[src/rtl/tpu_ctrl_pkg.sv]
// Shared definitions for the TPU GEMV control path: FSM state encoding,
// SRAM read latency and the nominal per-pass cycle count.
package tpu_ctrl_pkg;

    typedef enum logic [2:0] {
        ST_IDLE  = 3'd0,
        ST_FETCH = 3'd1,
        ST_DRAIN = 3'd2,
        ST_WRITE = 3'd3,
        ST_DONE  = 3'd4
    } state_e;

    localparam int SRAM_RD_LAT = 1;

    // Cycles from an accepted start to the end of one pass's write beat.
    function automatic int pass_cycles(input int k, input int as);
        return k + as + 2;
    endfunction

endpackage

[src/rtl/tpu_perf_counter.sv]
// Saturating 32-bit busy-cycle counter with a synchronous clear.
module tpu_perf_counter (
    input  logic        clk,
    input  logic        srst,
    input  logic        clr,
    input  logic        inc,
    output logic [31:0] count
);

    logic [31:0] count_q;
    logic [31:0] count_d;

    // Clear wins over increment; the count sticks at all-ones.
    always_comb begin
        count_d = count_q;
        if (clr) begin
            count_d = '0;
        end else if (inc && (count_q != 32'hFFFF_FFFF)) begin
            count_d = count_q + 32'd1;
        end
    end

    // Counter register.
    always_ff @(posedge clk) begin
        if (srst) begin
            count_q <= '0;
        end else begin
            count_q <= count_d;
        end
    end

    assign count = count_q;

endmodule

[src/rtl/tpu_gemv_sequencer.sv]
// GEMV pass sequencer for the 8x8 systolic TPU: per pass it streams
// K_ACCUM_DEPTH weight/vector reads, waits for the array to drain, then
// writes one result row. All outputs are registered.
// Optional macro TPU_PERF_CNT_EN adds the perf_cycles busy-cycle counter.
module tpu_gemv_sequencer
    import tpu_ctrl_pkg::*;
#(
    parameter int ARRAY_SIZE    = 8,
    parameter int K_ACCUM_DEPTH = 32,
    parameter int DATA_SET      = 1,
    parameter int W_ADDR_WIDTH  = 6,
    parameter int V_ADDR_WIDTH  = 5,
    parameter int C_ADDR_WIDTH  = 4
) (
    input  logic                    clk,
    input  logic                    srst,
    input  logic                    tpu_start,
    output logic [W_ADDR_WIDTH-1:0] sram_raddr_w,
    output logic [V_ADDR_WIDTH-1:0] sram_raddr_v,
    output logic                    array_in_valid,
    output logic                    array_acc_clr,
    output logic                    sram_write_enable_c,
    output logic [C_ADDR_WIDTH-1:0] sram_waddr_c,
    output logic                    busy,
    output logic                    tpu_done
`ifdef TPU_PERF_CNT_EN
    ,
    output logic [31:0]             perf_cycles
`endif
);

    // Drain covers the SRAM read latency plus the array skew.
    localparam int DRAIN_LEN = ARRAY_SIZE + SRAM_RD_LAT;
    localparam int D_W       = $clog2(DRAIN_LEN) + 1;

    localparam logic [V_ADDR_WIDTH-1:0] K_LAST   = V_ADDR_WIDTH'(K_ACCUM_DEPTH - 1);
    localparam logic [C_ADDR_WIDTH-1:0] SET_LAST = C_ADDR_WIDTH'(DATA_SET - 1);
    localparam logic [D_W-1:0]          D_LAST   = D_W'(DRAIN_LEN - 1);
    localparam logic [W_ADDR_WIDTH-1:0] K_W      = W_ADDR_WIDTH'(K_ACCUM_DEPTH);

    if ((K_ACCUM_DEPTH < 1) || (DATA_SET < 1) || (ARRAY_SIZE < 1) ||
        (DATA_SET * K_ACCUM_DEPTH > 2 ** W_ADDR_WIDTH) ||
        (K_ACCUM_DEPTH > 2 ** V_ADDR_WIDTH) ||
        (DATA_SET > 2 ** C_ADDR_WIDTH) ||
        (pass_cycles(K_ACCUM_DEPTH, ARRAY_SIZE) != K_ACCUM_DEPTH + DRAIN_LEN + 1)) begin : g_param_err
        $error("tpu_gemv_sequencer: parameter constraint violated");
    end

    state_e                    state_q, state_d;
    logic [V_ADDR_WIDTH-1:0]   k_q, k_d;
    logic [C_ADDR_WIDTH-1:0]   set_q, set_d;
    logic [D_W-1:0]            drain_q, drain_d;
    logic [W_ADDR_WIDTH-1:0]   raddr_w_q, raddr_w_d;
    logic [V_ADDR_WIDTH-1:0]   raddr_v_q, raddr_v_d;
    logic                      in_valid_q, in_valid_d;
    logic                      acc_clr_q, acc_clr_d;
    logic                      wen_q, wen_d;
    logic [C_ADDR_WIDTH-1:0]   waddr_c_q, waddr_c_d;
    logic                      busy_q, busy_d;
    logic                      done_q, done_d;

    // Next state and counters; outputs are derived from the next state so
    // that the address for beat k is on the pins in the cycle FETCH k runs.
    always_comb begin
        state_d = state_q;
        k_d     = k_q;
        set_d   = set_q;
        drain_d = drain_q;
        case (state_q)
            ST_IDLE, ST_DONE: begin
                if (tpu_start) begin
                    state_d = ST_FETCH;
                    k_d     = '0;
                    set_d   = '0;
                end
            end
            ST_FETCH: begin
                if (k_q == K_LAST) begin
                    state_d = ST_DRAIN;
                    drain_d = '0;
                end else begin
                    k_d = k_q + 1'b1;
                end
            end
            ST_DRAIN: begin
                if (drain_q == D_LAST) begin
                    state_d = ST_WRITE;
                end else begin
                    drain_d = drain_q + 1'b1;
                end
            end
            ST_WRITE: begin
                if (set_q != SET_LAST) begin
                    state_d = ST_FETCH;
                    set_d   = set_q + 1'b1;
                    k_d     = '0;
                end else begin
                    state_d = ST_DONE;
                end
            end
            default: state_d = ST_IDLE;
        endcase

        raddr_w_d  = (state_d == ST_FETCH) ? (W_ADDR_WIDTH'(set_d) * K_W) + W_ADDR_WIDTH'(k_d)
                                           : raddr_w_q;
        raddr_v_d  = (state_d == ST_FETCH) ? k_d : raddr_v_q;
        // Read data arrives one cycle after the address, so valid/clear lag FETCH.
        in_valid_d = (state_q == ST_FETCH);
        acc_clr_d  = (state_q == ST_FETCH) && (k_q == '0);
        wen_d      = (state_d != ST_WRITE);
        waddr_c_d  = (state_d == ST_WRITE) ? set_d : waddr_c_q;
        busy_d     = (state_d == ST_FETCH) || (state_d == ST_DRAIN) || (state_d == ST_WRITE);
        done_d     = (state_d == ST_DONE);
    end

    // FSM state, counters and registered outputs.
    always_ff @(posedge clk) begin
        if (srst) begin
            state_q    <= ST_IDLE;
            k_q        <= '0;
            set_q      <= '0;
            drain_q    <= '0;
            raddr_w_q  <= '0;
            raddr_v_q  <= '0;
            in_valid_q <= 1'b0;
            acc_clr_q  <= 1'b0;
            wen_q      <= 1'b1;
            waddr_c_q  <= '0;
            busy_q     <= 1'b0;
            done_q     <= 1'b0;
        end else begin
            state_q    <= state_d;
            k_q        <= k_d;
            set_q      <= set_d;
            drain_q    <= drain_d;
            raddr_w_q  <= raddr_w_d;
            raddr_v_q  <= raddr_v_d;
            in_valid_q <= in_valid_d;
            acc_clr_q  <= acc_clr_d;
            wen_q      <= wen_d;
            waddr_c_q  <= waddr_c_d;
            busy_q     <= busy_d;
            done_q     <= done_d;
        end
    end

    assign sram_raddr_w        = raddr_w_q;
    assign sram_raddr_v        = raddr_v_q;
    assign array_in_valid      = in_valid_q;
    assign array_acc_clr       = acc_clr_q;
    assign sram_write_enable_c = wen_q;
    assign sram_waddr_c        = waddr_c_q;
    assign busy                = busy_q;
    assign tpu_done            = done_q;

`ifdef TPU_PERF_CNT_EN
    logic start_accept;
    assign start_accept = ((state_q == ST_IDLE) || (state_q == ST_DONE)) && tpu_start;

    tpu_perf_counter u_perf (
        .clk   (clk),
        .srst  (srst),
        .clr   (start_accept),
        .inc   (busy_q),
        .count (perf_cycles)
    );
`endif

endmodule

[config.mk]
export PLATFORM = sky130hd
export DESIGN_NAME = tpu_gemv_sequencer
export DESIGN_NICKNAME = d
export VERILOG_FILES = /design/src/rtl/tpu_ctrl_pkg.sv /design/src/rtl/tpu_perf_counter.sv /design/src/rtl/tpu_gemv_sequencer.sv
export SDC_FILE = /design/constraint.sdc
export NUM_CORES = 1
export LEC_CHECK = 0
export ABC_CLOCK_PERIOD_IN_PS = 3200
export BUFFER_PORTS_ARGS = -buffer_cell sky130_fd_sc_hd__buf_2
export CORE_ASPECT_RATIO = 0.5
export CORE_MARGIN = 2
export CORE_UTILIZATION = 40
export CTS_CLUSTER_SIZE = 8
export DETAILED_ROUTE_END_ITERATION = 6
export REMOVE_ABC_BUFFERS = 1
export SETUP_SLACK_MARGIN = 0.4
export SYNTH_ARGS = -nofsm -noshare
export SYNTH_HDL_FRONTEND = slang
export SYNTH_SLANG_ARGS = --single-unit
export TNS_END_PERCENT = 20
[constraint.sdc]
create_clock -name clk -period 3.2 [get_ports clk]
set_input_delay 0.16 -clock clk [delete_from_list [all_inputs] [get_ports clk]]
set_output_delay 0.16 -clock clk [all_outputs]
set_load 0.02 [all_outputs]
Word-level counts from Yosys, hierarchy flattened
Index checks and enable logic that the tools add are counted.
Word-level totals
  bits in registers: 37
  word-level logic and storage cells: 53
  output and inout bits: 20
  input port bits: 3
Cells by class
  mux-type cells: 15
  add/subtract/negate cells: 4
  eq/ne operators: 13
  reductions and logical operators: 9
Operator list (count)
  two-way mux 5 bit: 5
  case mux 5 bit (3 select lines): 1
  equality test 3 x 2 -> 1 bit, second input constant: 4
  two-way mux 3 bit: 4
  case mux 3 bit (4 select lines): 1
  adder 5 x 1 -> 5 bit, second input constant: 2
  case mux 5 bit (2 select lines): 1
  two-way mux 4 bit: 2
  case mux 4 bit (2 select lines): 1
  adder 6 x 5 -> 6 bit: 1
  equality test 3 x 1 -> 1 bit, second input constant: 2
  equality test 3 bit, second input constant: 2
  equality test 5 x 4 -> 1 bit, second input constant: 1
  equality test 5 bit, second input constant: 1
  zero test 5 bit: 1
  adder 4 x 1 -> 4 bit, second input constant: 1
  nonzero test 4 bit: 1
  zero test 3 bit: 1
  != test 3 x 2 -> 1 bit, second input constant: 1
  AND reduction 3 bit: 1
  logical OR 1 bit: 2
  != test 2 x 1 -> 1 bit, second input constant: 1
  != test 2 bit, second input constant: 1
  nonzero test 2 bit: 1
  other kinds (2): 2

Longest topological paths before layout
  word-level depth: 6
  gate-level depth with buffers: 6
  depth with buffers taken out: 6

Worst setup path before layout
OpenSTA, ideal clock, no wires.
  kind: reg-to-reg
  from: register set_q[0]
  to: register raddr_w_q[3] (netlist: sram_raddr_w[3])
  library setup time: 0.057 ns
  clock period less this slack: 1.635 ns
  path buffers: 0
  stages on the path, launching flop included: 7
  data required time: 3.143 ns
  arrival: 1.578 ns
  setup slack: 1.565 ns
  path through: dfxtp_1 -> inv_1 -> ha_1 -> or3b_1 -> a221o_1 -> nor3b_1 -> a21o_1
On the way
  longest elaborated chain between the ends: 4
  elaborated cells on any way between the ends: 7
  those cells by class: add/sub (1); eq/ne (1); mux (4); reduce/logical (1)
RTL lines
  start: declaration: RTL line tpu_gemv_sequencer.sv:51  | logic [C_ADDR_WIDTH-1:0] set_q, set_d;
  start signal: assignment: RTL line tpu_gemv_sequencer.sv:134  | set_q <= set_d;
  nonzero test 4 bit *: RTL line tpu_gemv_sequencer.sv:93  | if (set_q != SET_LAST) begin
  two-way mux 5 bit / two-way mux 3 bit (equally long branches): RTL line tpu_gemv_sequencer.sv:93
  case mux 5 bit (3 select lines) / case mux 3 bit (4 select lines) (equally long branches): RTL line tpu_gemv_sequencer.sv:69  | case (state_q)
  adder 6 x 5 -> 6 bit / equality test 3 x 1 -> 1 bit (equally long branches): RTL line tpu_gemv_sequencer.sv:104  | raddr_w_d = (state_d == ST_FETCH) ? (W_ADDR_WIDTH'(set_d) * K_W) + W_ADDR_WIDTH'(k_d)
  end signal: assignment: RTL line tpu_gemv_sequencer.sv:136  | raddr_w_q <= raddr_w_d;
  end: declaration: RTL line tpu_gemv_sequencer.sv:53  | logic [W_ADDR_WIDTH-1:0] raddr_w_q, raddr_w_d;
Mark *: on every way between the ends. The rest lies on a longest branch, timed or not.
A chain may end at the register's enable or synchronous reset.

Final worst setup path
  from: register set_q[0]
  to: register raddr_w_q[1] (netlist: sram_raddr_w[1])
The elaborated chain is that of the path after synthesis.

==> results.json <==
{
  "synthTopCellsByArea": "dfxtp_1 42%, ha_1 4.9%, a21oi_1 4.6%",
  "internal_power_mw": 0.620,
  "total_power_mw": 0.808,
  "hold_viol_final": 0,
  "rr_startpoint": "set_q[0]$_SDFF_PP0_",
  "place_ws_ns": 1.39,
  "cpPeakStageDelay_ns": 0.43,
  "ir_drop_mv": 0.238,
  "synth_top_family_by_area": "simple AND/OR/NAND/NOR gates",
  "max-slew-margin-rel": 0.664,
  "rsz0062_at_grt": "no",
  "end_kind": "flop",
  "netlist_instances": 165,
  "final-setup-viol-count": 0,
  "crit_type": "reg -> reg",
  "vias": 1209,
  "ys_ff_latch": 32,
  "cp_max_fo": 6,
  "cp_slowest_cell": "a221o_1",
  "reg2reg_slack_ns": 1.36,
  "placed_area_mm2": 0.00163,
  "path_cells": "inv_1, ha_1, or3b_1, a221o_1, nor2_4, a22o_1",
  "max_freq_mhz": 544,
  "start_util": 0.430,
  "clock_skew_ns": 0.00389,
  "cap_viol_max_count": 0,
  "yosysTopAreaCell": "dfxtp_1",
  "p_clk_frac": 0.411,
  "crit_path_start_kind": "flop",
  "worst_pin_slew_ns": 0.502,
  "holdWs_ns": 0.272,
  "n_antenna_cell": 0,
  "synth_xor_area_frac": 0.0115,
  "fin_tns_setup_ns": 0,
  "synth-main-ff-cell": "dfxtp_1",
  "cts_tree": "done",
  "holdBufCountCts": 0,
  "die_x_um": 91.3,
  "fp.dieArea_mm2": 0.00435,
  "synth_edf_count": 0,
  "grt_max_degree": 20,
  "yosysWarnings": 0,
  "outcome": "complete, no violations",
  "p_sw_mw": 0.188,
  "antenna_found_initial": 0,
  "clock_latency_ns": 0.28,
  "yosysSeqAreaShare": 0.420,
  "synth_area_mm2": 0.00153,
  "power_frac_comb": 0.076,
  "p_leak_nw": 0.737,
  "power_frac_seq": 0.513,
  "power.density_mw_per_mm2": 469,
  "fin_ws_ns": 1.36,
  "clock-root-buffer": "clkbuf_8",
  "synth-compound-area-share": 0.190,
  "period_needed_ns": 1.84,
  "path_clk_slew_ns": 0.06,
  "core-area_mm2": 0.00355,
  "design_area_mm2": 0.00172,
  "cts-buffers-inserted": 5,
  "worstHoldPathCells": 3,
  "clock_sinks": 32,
  "io_pins": 23,
  "num_rows": 15,
  "drt-pass1-iter-count": 6,
  "drtIter0Drc": 47,
  "syn_area_per_cell_um2": 9.24,
  "mostFrequentLayoutCells": "32 x dfxtp_1, 22 x buf_2, 14 x a21oi_1",
  "layout.cells.most_common": "dfxtp_1",
  "wl_per_cell_um": 12.1,
  "drt-total-wl_um": 2820,
  "crit_arrival_ns": 2.06,
  "drc": 0,
  "muxShareOfSynthArea": 0.0131,
  "area_growth_pct": 13.0,
  "synthArstFlopShare": 0,
  "viasPerCell": 5.17,
  "crit_buf_inv": 1,
  "min_to": "busy$_SDFF_PP0_",
  "min-delay-start": "tpu_start",
  "cts_resized": 0,
  "yosys.cell_types.count": 49,
  "grt_pass1_wl_um": 4770,
  "final_nets": 192,
  "synth.top_cell.area_share": 0.420,
  "cts_setup_buffers": 0,
  "grt_pass1_vias": 1046,
  "r2r_end": "sram_raddr_w[1]$_SDFFE_PP0N_",
  "drive_above_1_share": 0.202,
  "port_buffers": 22,
  "gp_congestion": 0.778,
  "htreeDepth": 2,
  "cpLargestDelayFamily": "simple AND/OR/NAND/NOR gates",
  "synthSimpleGateAreaFrac": 0.241,
  "dp_hpwl_um": 1990,
  "track_usage": 0.146,
  "reg2regPathDepth": 6,
  "synth_fa_ha_area_frac": 0.0492,
  "clk_path_buf_depth": 2,
  "sw_frac_of_total": 0.233,
  "period_share": 0.574,
  "ant_nets": 0,
  "grt-ovfl-total": 0,
  "die_h_um": 47.7,
  "cp_data_required_time_ns": 3.43,
  "hp-class": "in -> reg",
  "slew_violations": 0
}
[synth_stat cells (2+ instances only)]
master	instances
a211oi_1	3
nand2b_1	3
ha_1	6
nor2_1	12
a21oi_1	14
nand3_1	5
buf_2	4
inv_1	11
nor4bb_1	2
mux2i_1	2
buf_4	5
nand2_1	9
a22o_1	2
o21ai_0	4
nand3b_1	2
dfxtp_1	32
or3_1	4
a21o_1	6
nor4_1	4
nor3_1	3
nor3b_1	4
[flip-flops by register name (all words and copies together), names as in the netlist, 3 cells and up]
register / count
sram_waddr_c: 4
sram_raddr_w: 6
state_q: 3
set_q: 4
k_q: 5
drain_q: 5
[worst max path at each step]
| stage | from | end | cells past startpoint |
|---|---|---|---|
| 6_report | set_q[0]$_SDFF_PP0_ | sram_raddr_w[1]$_SDFFE_PP0N_ | 6 |
| 5_1_grt | state_q[0]$_SDFF_PP0_ | drain_q[4]$_SDFFE_PP0P_ | 4 |
| 4_1_cts | set_q[0]$_SDFF_PP0_ | k_q[1]$_SDFF_PP0_ | 6 |
| 3_5_place_dp | set_q[0]$_SDFF_PP0_ | k_q[1]$_SDFF_PP0_ | 6 |
| 3_3_place_gp | set_q[0]$_SDFF_PP0_ | sram_raddr_w[1]$_SDFFE_PP0N_ | 6 |
| 2_1_floorplan | set_q[0]$_SDFF_PP0_ | sram_raddr_w[3]$_SDFFE_PP0N_ | 6 |
[final cells by class]
class,instances,area [µm²]
Clock buffer,7,96.3
Fill cell,349,1820
Multi-Input combinational cell,111,771
Inverter,11,41.3
Timing Repair Buffer,22,110
Sequential cell,32,641
Tap cell,51,63.8
[power groups by stage]
stage	combinational, mW	clock, mW	sequential (mW)
after detailed placement	0.0618	0	0.423
after global routing	0.0680	0.365	0.416
after CTS	0.0623	0.345	0.414
after floorplan	0.0310	0	0.433
after global placement	0.0616	0	0.423
final	0.0616	0.332	0.415
[metrics by stage]
step,utilization,cells
after floorplan,-,154
after global placement,0.459,227
after detailed placement,0.459,227
after CTS,0.486,234
after global routing,0.486,234
final,0.486,234
[logic make-up (layout without fill, tap and decap cells)]
family                     after synthesis  after routing
AOI/OAI and AO/OA                       41             41
xor gates and xnor gates                 2              2
adders and majority gates                6              6
buffers and inverters                   22             40
DFF                                     32             32
muxes                                    2              2
and+or+nand+nor                         60             60
[worst min-delay path, cell delays in order]
cell      delay (ns)
buf_2           0.11
o311ai_0        0.11
a21oi_1         0.12
[per-layer routing]
layer | global-route usage | wire [µm] | vias up
li1 | - | - | 627
met1 | 0.195 | 1510 | 551
met2 | 0.216 | 1110 | 25
met3 | 0.0520 | 142 | 6
met4 | 0.0727 | 50 | 0
met5 | 0 | 0 | -
Power figures use the tool's default switching activity.
